### src/rtl/sum_uart_tx.sv
// sum_uart_tx: buffers adder result bytes in a small FIFO and serializes
// each one onto a UART TX line (8N1, LSB first, idles high).
//
// Ports:
//   clk         system clock, rising edge
//   reset       synchronous active-high reset
//   in_data     result byte from the adder stage
//   in_valid    in_data valid this cycle
//   in_ready    FIFO can accept a byte this cycle (combinational)
//   tx          registered UART serial output
//   busy        frame in progress or FIFO non-empty
//   fifo_count  bytes currently buffered
//
// Optional feature: define SUM_UART_TX_PARITY_EN to insert an even-parity
// bit between the data bits and the stop bit (11 bit periods per frame).
module sum_uart_tx #(
  parameter int unsigned CLKS_PER_BIT = 16,
  parameter int unsigned FIFO_DEPTH   = 4
) (
  input  logic                          clk,
  input  logic                          reset,
  input  logic [7:0]                    in_data,
  input  logic                          in_valid,
  output logic                          in_ready,
  output logic                          tx,
  output logic                          busy,
  output logic [$clog2(FIFO_DEPTH):0]   fifo_count
);

  localparam int unsigned PTR_W = $clog2(FIFO_DEPTH);
  localparam int unsigned CNT_W = PTR_W + 1;
  localparam int unsigned TMR_W = (CLKS_PER_BIT > 2) ? $clog2(CLKS_PER_BIT) : 1;

  localparam logic [2:0] IDLE   = 3'd0;
  localparam logic [2:0] START  = 3'd1;
  localparam logic [2:0] DATA   = 3'd2;
  localparam logic [2:0] STOP   = 3'd3;
`ifdef SUM_UART_TX_PARITY_EN
  localparam logic [2:0] PARITY = 3'd4;
`endif

  logic [7:0]       mem [FIFO_DEPTH];
  logic [PTR_W-1:0] wr_ptr, rd_ptr;
  logic             push, pop;

  logic [2:0]       state, state_d;
  logic [TMR_W-1:0] timer, timer_d;
  logic [2:0]       bit_idx, bit_d;
  logic [7:0]       shift_q, shift_d;
  logic             tx_d;
  logic             timer_last;
`ifdef SUM_UART_TX_PARITY_EN
  logic             parity_q, parity_d;
`endif

  assign in_ready   = !reset && (fifo_count < CNT_W'(FIFO_DEPTH));
  assign push       = in_valid && in_ready;
  assign busy       = (state != IDLE) || (fifo_count != '0);
  assign timer_last = (timer == TMR_W'(CLKS_PER_BIT - 1));

  // FIFO storage; a full FIFO refuses pushes even when a pop is pending
  always_ff @(posedge clk) begin
    if (push) mem[wr_ptr] <= in_data;
  end

  // Next-state and next-output logic for the frame sequencer
  always_comb begin
    state_d = state;
    timer_d = timer;
    bit_d   = bit_idx;
    shift_d = shift_q;
    tx_d    = tx;
    pop     = 1'b0;
`ifdef SUM_UART_TX_PARITY_EN
    parity_d = parity_q;
`endif
    case (state)
      IDLE: begin
        tx_d = 1'b1;
        if (fifo_count != '0) begin
          pop     = 1'b1;
          shift_d = mem[rd_ptr];
          tx_d    = 1'b0;
          timer_d = '0;
          bit_d   = '0;
          state_d = START;
`ifdef SUM_UART_TX_PARITY_EN
          parity_d = ^mem[rd_ptr];
`endif
        end
      end
      START: begin
        if (timer_last) begin
          timer_d = '0;
          tx_d    = shift_q[0];
          state_d = DATA;
        end else begin
          timer_d = timer + TMR_W'(1);
        end
      end
      DATA: begin
        if (timer_last) begin
          timer_d = '0;
          if (bit_idx == 3'd7) begin
`ifdef SUM_UART_TX_PARITY_EN
            tx_d    = parity_q;
            state_d = PARITY;
`else
            tx_d    = 1'b1;
            state_d = STOP;
`endif
          end else begin
            // Next bit is already sitting at shift_q[1]
            shift_d = {1'b0, shift_q[7:1]};
            tx_d    = shift_q[1];
            bit_d   = bit_idx + 3'd1;
          end
        end else begin
          timer_d = timer + TMR_W'(1);
        end
      end
`ifdef SUM_UART_TX_PARITY_EN
      PARITY: begin
        if (timer_last) begin
          timer_d = '0;
          tx_d    = 1'b1;
          state_d = STOP;
        end else begin
          timer_d = timer + TMR_W'(1);
        end
      end
`endif
      STOP: begin
        if (timer_last) begin
          timer_d = '0;
          tx_d    = 1'b1;
          state_d = IDLE;
        end else begin
          timer_d = timer + TMR_W'(1);
        end
      end
      default: begin
        tx_d    = 1'b1;
        timer_d = '0;
        state_d = IDLE;
      end
    endcase
  end

  // State, datapath and FIFO bookkeeping registers
  always_ff @(posedge clk) begin
    if (reset) begin
      state      <= IDLE;
      timer      <= '0;
      bit_idx    <= '0;
      shift_q    <= '0;
      tx         <= 1'b1;
      wr_ptr     <= '0;
      rd_ptr     <= '0;
      fifo_count <= '0;
`ifdef SUM_UART_TX_PARITY_EN
      parity_q   <= 1'b0;
`endif
    end else begin
      state   <= state_d;
      timer   <= timer_d;
      bit_idx <= bit_d;
      shift_q <= shift_d;
      tx      <= tx_d;
`ifdef SUM_UART_TX_PARITY_EN
      parity_q <= parity_d;
`endif
      if (push) wr_ptr <= wr_ptr + PTR_W'(1);
      if (pop)  rd_ptr <= rd_ptr + PTR_W'(1);
      if (push && !pop)      fifo_count <= fifo_count + CNT_W'(1);
      else if (!push && pop) fifo_count <= fifo_count - CNT_W'(1);
    end
  end

endmodule

### config.mk
export PLATFORM = sky130hd
export DESIGN_NAME = sum_uart_tx
export DESIGN_NICKNAME = d
export VERILOG_FILES = /design/src/rtl/sum_uart_tx.sv
export SDC_FILE = /design/constraint.sdc
export NUM_CORES = 1
export LEC_CHECK = 0
export ABC_AREA = 0
export CELL_PAD_IN_SITES_DETAIL_PLACEMENT = 1
export CELL_PAD_IN_SITES_GLOBAL_PLACEMENT = 1
export CORE_UTILIZATION = 48
export CTS_BUF_LIST = sky130_fd_sc_hd__clkbuf_4 sky130_fd_sc_hd__clkbuf_8 sky130_fd_sc_hd__clkbuf_16
export DETAILED_ROUTE_END_ITERATION = 6
export PLACE_DENSITY_LB_ADDON = 0.25
export SYNTH_ARGS = -nofsm -noshare
export SYNTH_HDL_FRONTEND = slang
export SYNTH_SLANG_ARGS = --single-unit
### constraint.sdc
create_clock -name clk -period 3 [get_ports clk]
set_clock_uncertainty 0.05 [all_clocks]
set_input_delay 0.75 -clock clk [delete_from_list [all_inputs] [get_ports clk]]
set_output_delay 0.75 -clock clk [all_outputs]
set_load 0.02 [all_outputs]
==> flow_summary_export.csv, run 1 <==
group,metric,value,unit
timing,finalCritPeriodShare,0.958,
yosys,ys.flop_type,"edfxtp_1",
yosys,ys_ff_latch,59,
power,power.density,870,nW/um^2
yosys,synthSimpleGateAreaFrac,0.117,
critical_path,crit_path_end_kind,"output port",
critical_path,worst-endpoint-required,2.20,ns
clock_tree,cts.sinks,59,
route,vias,1613,
critical_path,cp.arrival,2.07,ns
global_route,grt_pass1_wl,8.15,mm
critical_path,crit_fanout,5,
final_layout,final_area,3030,sq um
yosys,yosysTopAreaCellShare,0.367,
yosys,synth_area,2620,sq um
global_route,grt_max_degree,28,
final_layout,fillers,507,
final_layout,area_delta_synth_final,16.0,%
route,drtPass1Iterations,4,
yosys,avgSynthCellArea,13.3,sq um
yosys,ys_types,44,
yosys,synthCells,196,
place,gp_congestion,0.734,
yosys,synth_warnings,0,
yosys,synthAdderAreaFrac,0.0746,
place,dp_hpwl,3.76,mm
yosys,synth_most_common_cell,"edfxtp_1",
global_route,track_usage,0.204,
timing,timing.fmax,0.348,GHz
timing,rsz0062_at_grt,"no",
route,wire_per_inst,17.6,um
clock_tree,clk_pin_slew,0.07,ns
timing,slew_viol_final,0,
yosys,synthTopCellsByArea,"edfxtp_1 37%, dfxtp_1 21%, mux4_2 6.9%",
clock_tree,cts_setup_buffers,0,
min_path,hold_class,"flop to flop",
die,pin_count,17,
power,power,2.64,mW
timing,hold_violations,0,
yosys,ys_seq_area_frac,0.574,
yosys,synth_fp_nets,222,
route,routed_via_density,5.51,
die,start_util,0.506,
final_layout,nets,244,
status,status,"finished clean",
clock_tree,cts_made_buffers,9,
die,die_h,75.8,um
global_route,grt_overflow,0,
timing,fin_setup_tns,0,ns
final_layout,drive_above_1_share,0.161,
die,fp.dieW,75.8,um
critical_path,worstSetupPathType,"input pin to output port",
final_layout,multi_input_area,1030,sq um
yosys,synth_top_family_by_area,"simple AND/OR/NAND/NOR gates",
power,power_leakage,1.09,nW
route,ant_nets,0,
yosys,synth-xor-area-share,0.0167,
place,place_area,2840,sq um
global_route,antenna_found_initial,0,
clock_tree,clk_latency,0.33,ns
clock_tree,cts_tree,"yes",
critical_path,cp-start-kind,"input pin",
timing,period_needed,2.87,ns
clock_tree,cts_root_buf,"clkbuf_8",
global_route,grt_pass1_vias,1690,
place,port_buffers,16,
route,routed_wirelength,5.16,mm
yosys,synth_top_area_cell,"edfxtp_1",
final_layout,antenna_cells,0,
yosys,synth_edf_count,32,
final_layout,regArea,1500,sq um
yosys,synth_common_cells,"32 x edfxtp_1, 27 x dfxtp_1, 21 x nor2_1, 14 x ha_1, 9 x a21oi_1",
route,drt_iter0_markers,59,
timing,tightestPinTransition,0.546,ns
clock_tree,cts_resized,0,
yosys,async_reset_ff_frac,0,
timing,setup_viol,0,
flow_run,maxCapViolCount,0,
power,irDropWorstVdd,0.486,mV
die,coreArea,5170,sq um
route,drc,0,
yosys,synthMuxAreaShare,0.0995,
clock_tree,clock_path_buffers,2,
clock_tree,ctsHtreeMaxLevel,3,
yosys,synth-compound-area-share,0.0866,
die,rows,26,
timing,max_slew_margin,0.635,
die,dieArea,5750,sq um
clock_tree,postCtsHoldBufs,0,
## area by class of cell
class                   instances  share of cell area
clock buffers                   9              0.0408
clock inverters                 7              0.0227
inverters                       6             0.00742
multi-input cells             121               0.340
flip-flops and latches         59               0.495
well taps                      70              0.0289
repair buffers                 21              0.0652
## critical path, cell delays in order
cell	delay, ns
clkdlybuf4s50_1	0.43
nor2_1	0.14
buf_4	0.15
clkdlybuf4s50_1	0.60
## power breakdown
group / internal, mW / switching (mW) / leakage, nW / total (mW)
Clock: 0.380 / 0.315 / 0.0950 / 0.695
Sequential: 0.975 / 0.119 / 0.512 / 1.09
Combinational: 0.397 / 0.453 / 0.480 / 0.851
Total: 1.75 / 0.888 / 1.09 / 2.64
## cells in the final DEF (no fill, tap or decap), types with 2 or more instances in the layout
cell type	instances
a211oi_1	7
a21oi_1	9
and3_1	5
buf_4	5
clkbuf_8	9
clkdlybuf4s50_1	16
clkinv_2	3
clkinvlp_4	2
dfxtp_1	27
edfxtp_1	32
ha_1	14
inv_1	6
mux2i_1	8
mux4_2	8
nand2_1	6
nand2b_1	2
nand3_1	2
nand3_2	2
nand3b_1	3
nor2_1	21
nor3_1	2
nor3b_1	2
o21ai_0	4
o21bai_1	2
o31ai_1	2
xor2_1	4
## logic make-up (layout without fill, tap and decap cells)
logic type | after synthesis | after routing
and+or+nand+nor | 54 | 54
buffers and inverters | 16 | 43
AOI/OAI and AO/OA | 31 | 31
muxes | 16 | 16
xor gates and xnor gates | 5 | 5
DFF | 59 | 59
adders and majority gates | 15 | 15
## layer usage
metal,vias to the layer above,share of wire,track usage
met5,-,0,0
li1,777,-,-
met1,795,0.42,0.230
met3,13,0.027,0.0542
met4,0,0.020,0.0802
met2,28,0.54,0.367
## per-stage QoR
step	instances	utilization	setup slack, ns	hold slack [ns]
2_1_floorplan	196	-	0.0322	0.386
3_3_place_gp	277	0.549	0.143	0.392
3_5_place_dp	277	0.549	-0.0161	0.415
4_1_cts	293	0.587	0.123	0.427
5_1_grt	293	0.587	0.0668	0.454
6_report	293	0.587	0.126	0.423
## worst paths after layout
check / to / startpoint / slack (ns) / cells past startpoint
worst max-delay path: in_ready / reset / 0.13 / 4
worst min-delay path: bit_idx[2] / bit_idx[2] / 0.42 / 2
worst max register to register: fifo_count[2] / state[0] / 0.68 / 9
worst min register to register: bit_idx[2] / bit_idx[2] / 0.42 / 2
## registers in the layout, indices dropped and copies added, names as in the netlist, 2 cells and up, named ones only
signal and cells:
mem 32, shift_q 8, timer 4, bit_idx 3
fifo_count 3, rd_ptr 2, state 2, wr_ptr 2
Note: power is estimated with default switching activity, not from simulation.
==> run 2: changes to the inputs <==
clock period = 3.3 ns   (was 3 ns; I/O delays follow)
==> flow_summary_export.csv, run 2 (same netlist as run 1, synthesis figures left out) <==
group,metric,value,unit
global_route,antenna_found_initial,0,
global_route,grt_pass1_wl,8.12,mm
route,ant_nets,0,
place,place_area,2830,sq um
critical_path,worst-endpoint-required,2.42,ns
global_route,grt_use_met3,0.0767,
critical_path,crit_fanout,6,
final_layout,drive_above_1_share,0.158,
die,dieArea,5750,sq um
power,sw_frac_of_total,0.335,
timing,slew_viol_final,0,
route,vias,1622,
clock_tree,ctsHtreeMaxLevel,3,
critical_path,cp.arrival,2.19,ns
timing,fin_setup_tns,0,ns
timing,tightestPinTransition,0.538,ns
power,irDropWorstVdd,0.352,mV
clock_tree,cts_tree,"yes",
final_layout,nets,243,
route,drtPass1Iterations,4,
final_layout,mostFrequentLayoutCell,"edfxtp_1",
power,netSwitchingPower,0.814,mW
timing,hold_violations,0,
timing,rsz0062_at_grt,"no",
min_path,min_from,"bit_idx[1]",
clock_tree,cts_root_buf,"clkbuf_8",
die,pin_count,17,
clock_tree,cts.sinks,59,
place,port_buffers,16,
global_route,gr-usage-met1,0.239,
critical_path,cp-start-kind,"input pin",
clock_tree,postCtsHoldBufs,0,
critical_path,worstSetupPathType,"input pin to output port",
clock_tree,clk_pin_slew,0.06,ns
place,gp_congestion,0.709,
clock_tree,cts_setup_buffers,0,
status,status,"finished clean",
global_route,grt_pass1_vias,1652,
clock_tree,clk_latency,0.34,ns
power,power.density,800,nW/um^2
final_layout,reg.largest.list,"mem (32), shift_q (8), timer (4)",
final_layout,final_cell_mix,"32 x edfxtp_1, 27 x dfxtp_1, 21 x nor2_1",
power,internal_power,1.61,mW
global_route,track_usage,0.207,
power,power_leakage,1.08,nW
die,fp.dieW,75.8,um
critical_path,critPathLaunch,"reset",
timing,timing.fmax,0.326,GHz
timing,period_needed,3.07,ns
route,routed_wirelength,5.16,mm
clock_tree,cts_made_buffers,9,
route,wire_per_inst,17.7,um
die,start_util,0.506,
timing,setup_viol,0,
final_layout,antenna_cells,0,
place,dp_hpwl,3.62,mm
route,routed_via_density,5.55,
final_layout,area_delta_synth_final,16.1,%
global_route,grt_overflow,0,
final_layout,fillers,509,
final_layout,final_area,3040,sq um
min_path,hold_class,"flop to flop",
die,die_h,75.8,um
timing,finalCritPeriodShare,0.930,
die,rows,26,
die,coreArea,5170,sq um
global_route,grtUsageMet2,0.356,
clock_tree,cts_resized,0,
route,drt_iter0_markers,69,
power,pwr-share-seq,0.410,
global_route,grt_max_degree,28,
route,drc,0,
final_layout,top_register,"mem",
flow_run,maxCapViolCount,0,
critical_path,r2r-start,"fifo_count[2]",
timing,max_slew_margin,0.641,
final_layout,largest_reg_flops,32,
clock_tree,clock_path_buffers,2,
power,pwr-share-clk,0.271,
critical_path,crit_path_end_kind,"output port",
power,power_frac_comb,0.319,
global_route,grt.busiest_layer,"met2",
## run 2: cell types whose count changed in the layout (fill, tap and decap cells not counted)
cell,previous run,this run
clkinv_2,3,0
buf_4,5,4
inv_6,0,1
clkbuf_4,0,2
## run 2: final cells by class
cell class	instances	area [sq um]	share of cell area
Tap cell	70	87.6	0.0289
Clock inverter	5	62.6	0.0206
Multi-Input combinational cell	121	1030	0.340
Timing Repair Buffer	20	190	0.0627
Clock buffer	11	139	0.0458
Sequential cell	59	1500	0.495
Inverter	6	22.5	0.00742
## run 2: metrics by stage
step                      instances   util  total power, mW  hold WS [ns]  setup WS [ns]
after floorplan                 196      -             1.56         0.386          0.257
after global placement          276  0.548             1.72         0.392          0.242
after detailed placement        276  0.548             1.79         0.400         0.0687
after CTS                       292  0.587             2.46         0.409          0.207
after global routing            292  0.587             2.58         0.436          0.152
final                           292  0.587             2.43         0.405          0.231
## run 2: path summary, 6_finish.rpt
| check | end | slack [ns] | depth (start not counted) |
|---|---|---|---|
| min reg2reg | bit_idx[1] | 0.40 | 2 |
| min | bit_idx[1] | 0.40 | 2 |
| max reg2reg | fifo_count[2] | 0.89 | 8 |
| max | in_ready | 0.23 | 3 |
## run 2: per-layer routing
layer | vias to the layer above | share of wire
met1 | 821 | 0.42
met3 | 8 | 0.034
li1 | 771 | -
met5 | - | 0
met4 | 0 | 0.013
met2 | 22 | 0.53
## run 2: power groups by stage
stage / combinational, mW / sequential (mW) / clock [mW]
4_1_cts: 0.788 / 1.00 / 0.672
2_1_floorplan: 0.584 / 0.980 / 0
5_1_grt: 0.857 / 1.02 / 0.705
6_report: 0.774 / 0.997 / 0.658
3_5_place_dp: 0.775 / 1.01 / 0
3_3_place_gp: 0.720 / 1.00 / 0
## run 2: critical path: stages
cell and delay, ns:
clkdlybuf4s50_1 0.42, nor2_1 0.28, clkdlybuf4s50_1 0.67
==> run 3: changes to the inputs <==
TNS_END_PERCENT = 50   (was unset)
==> results of run 3 <==
Final layout, timing and power as in run 2 (identical DEF).
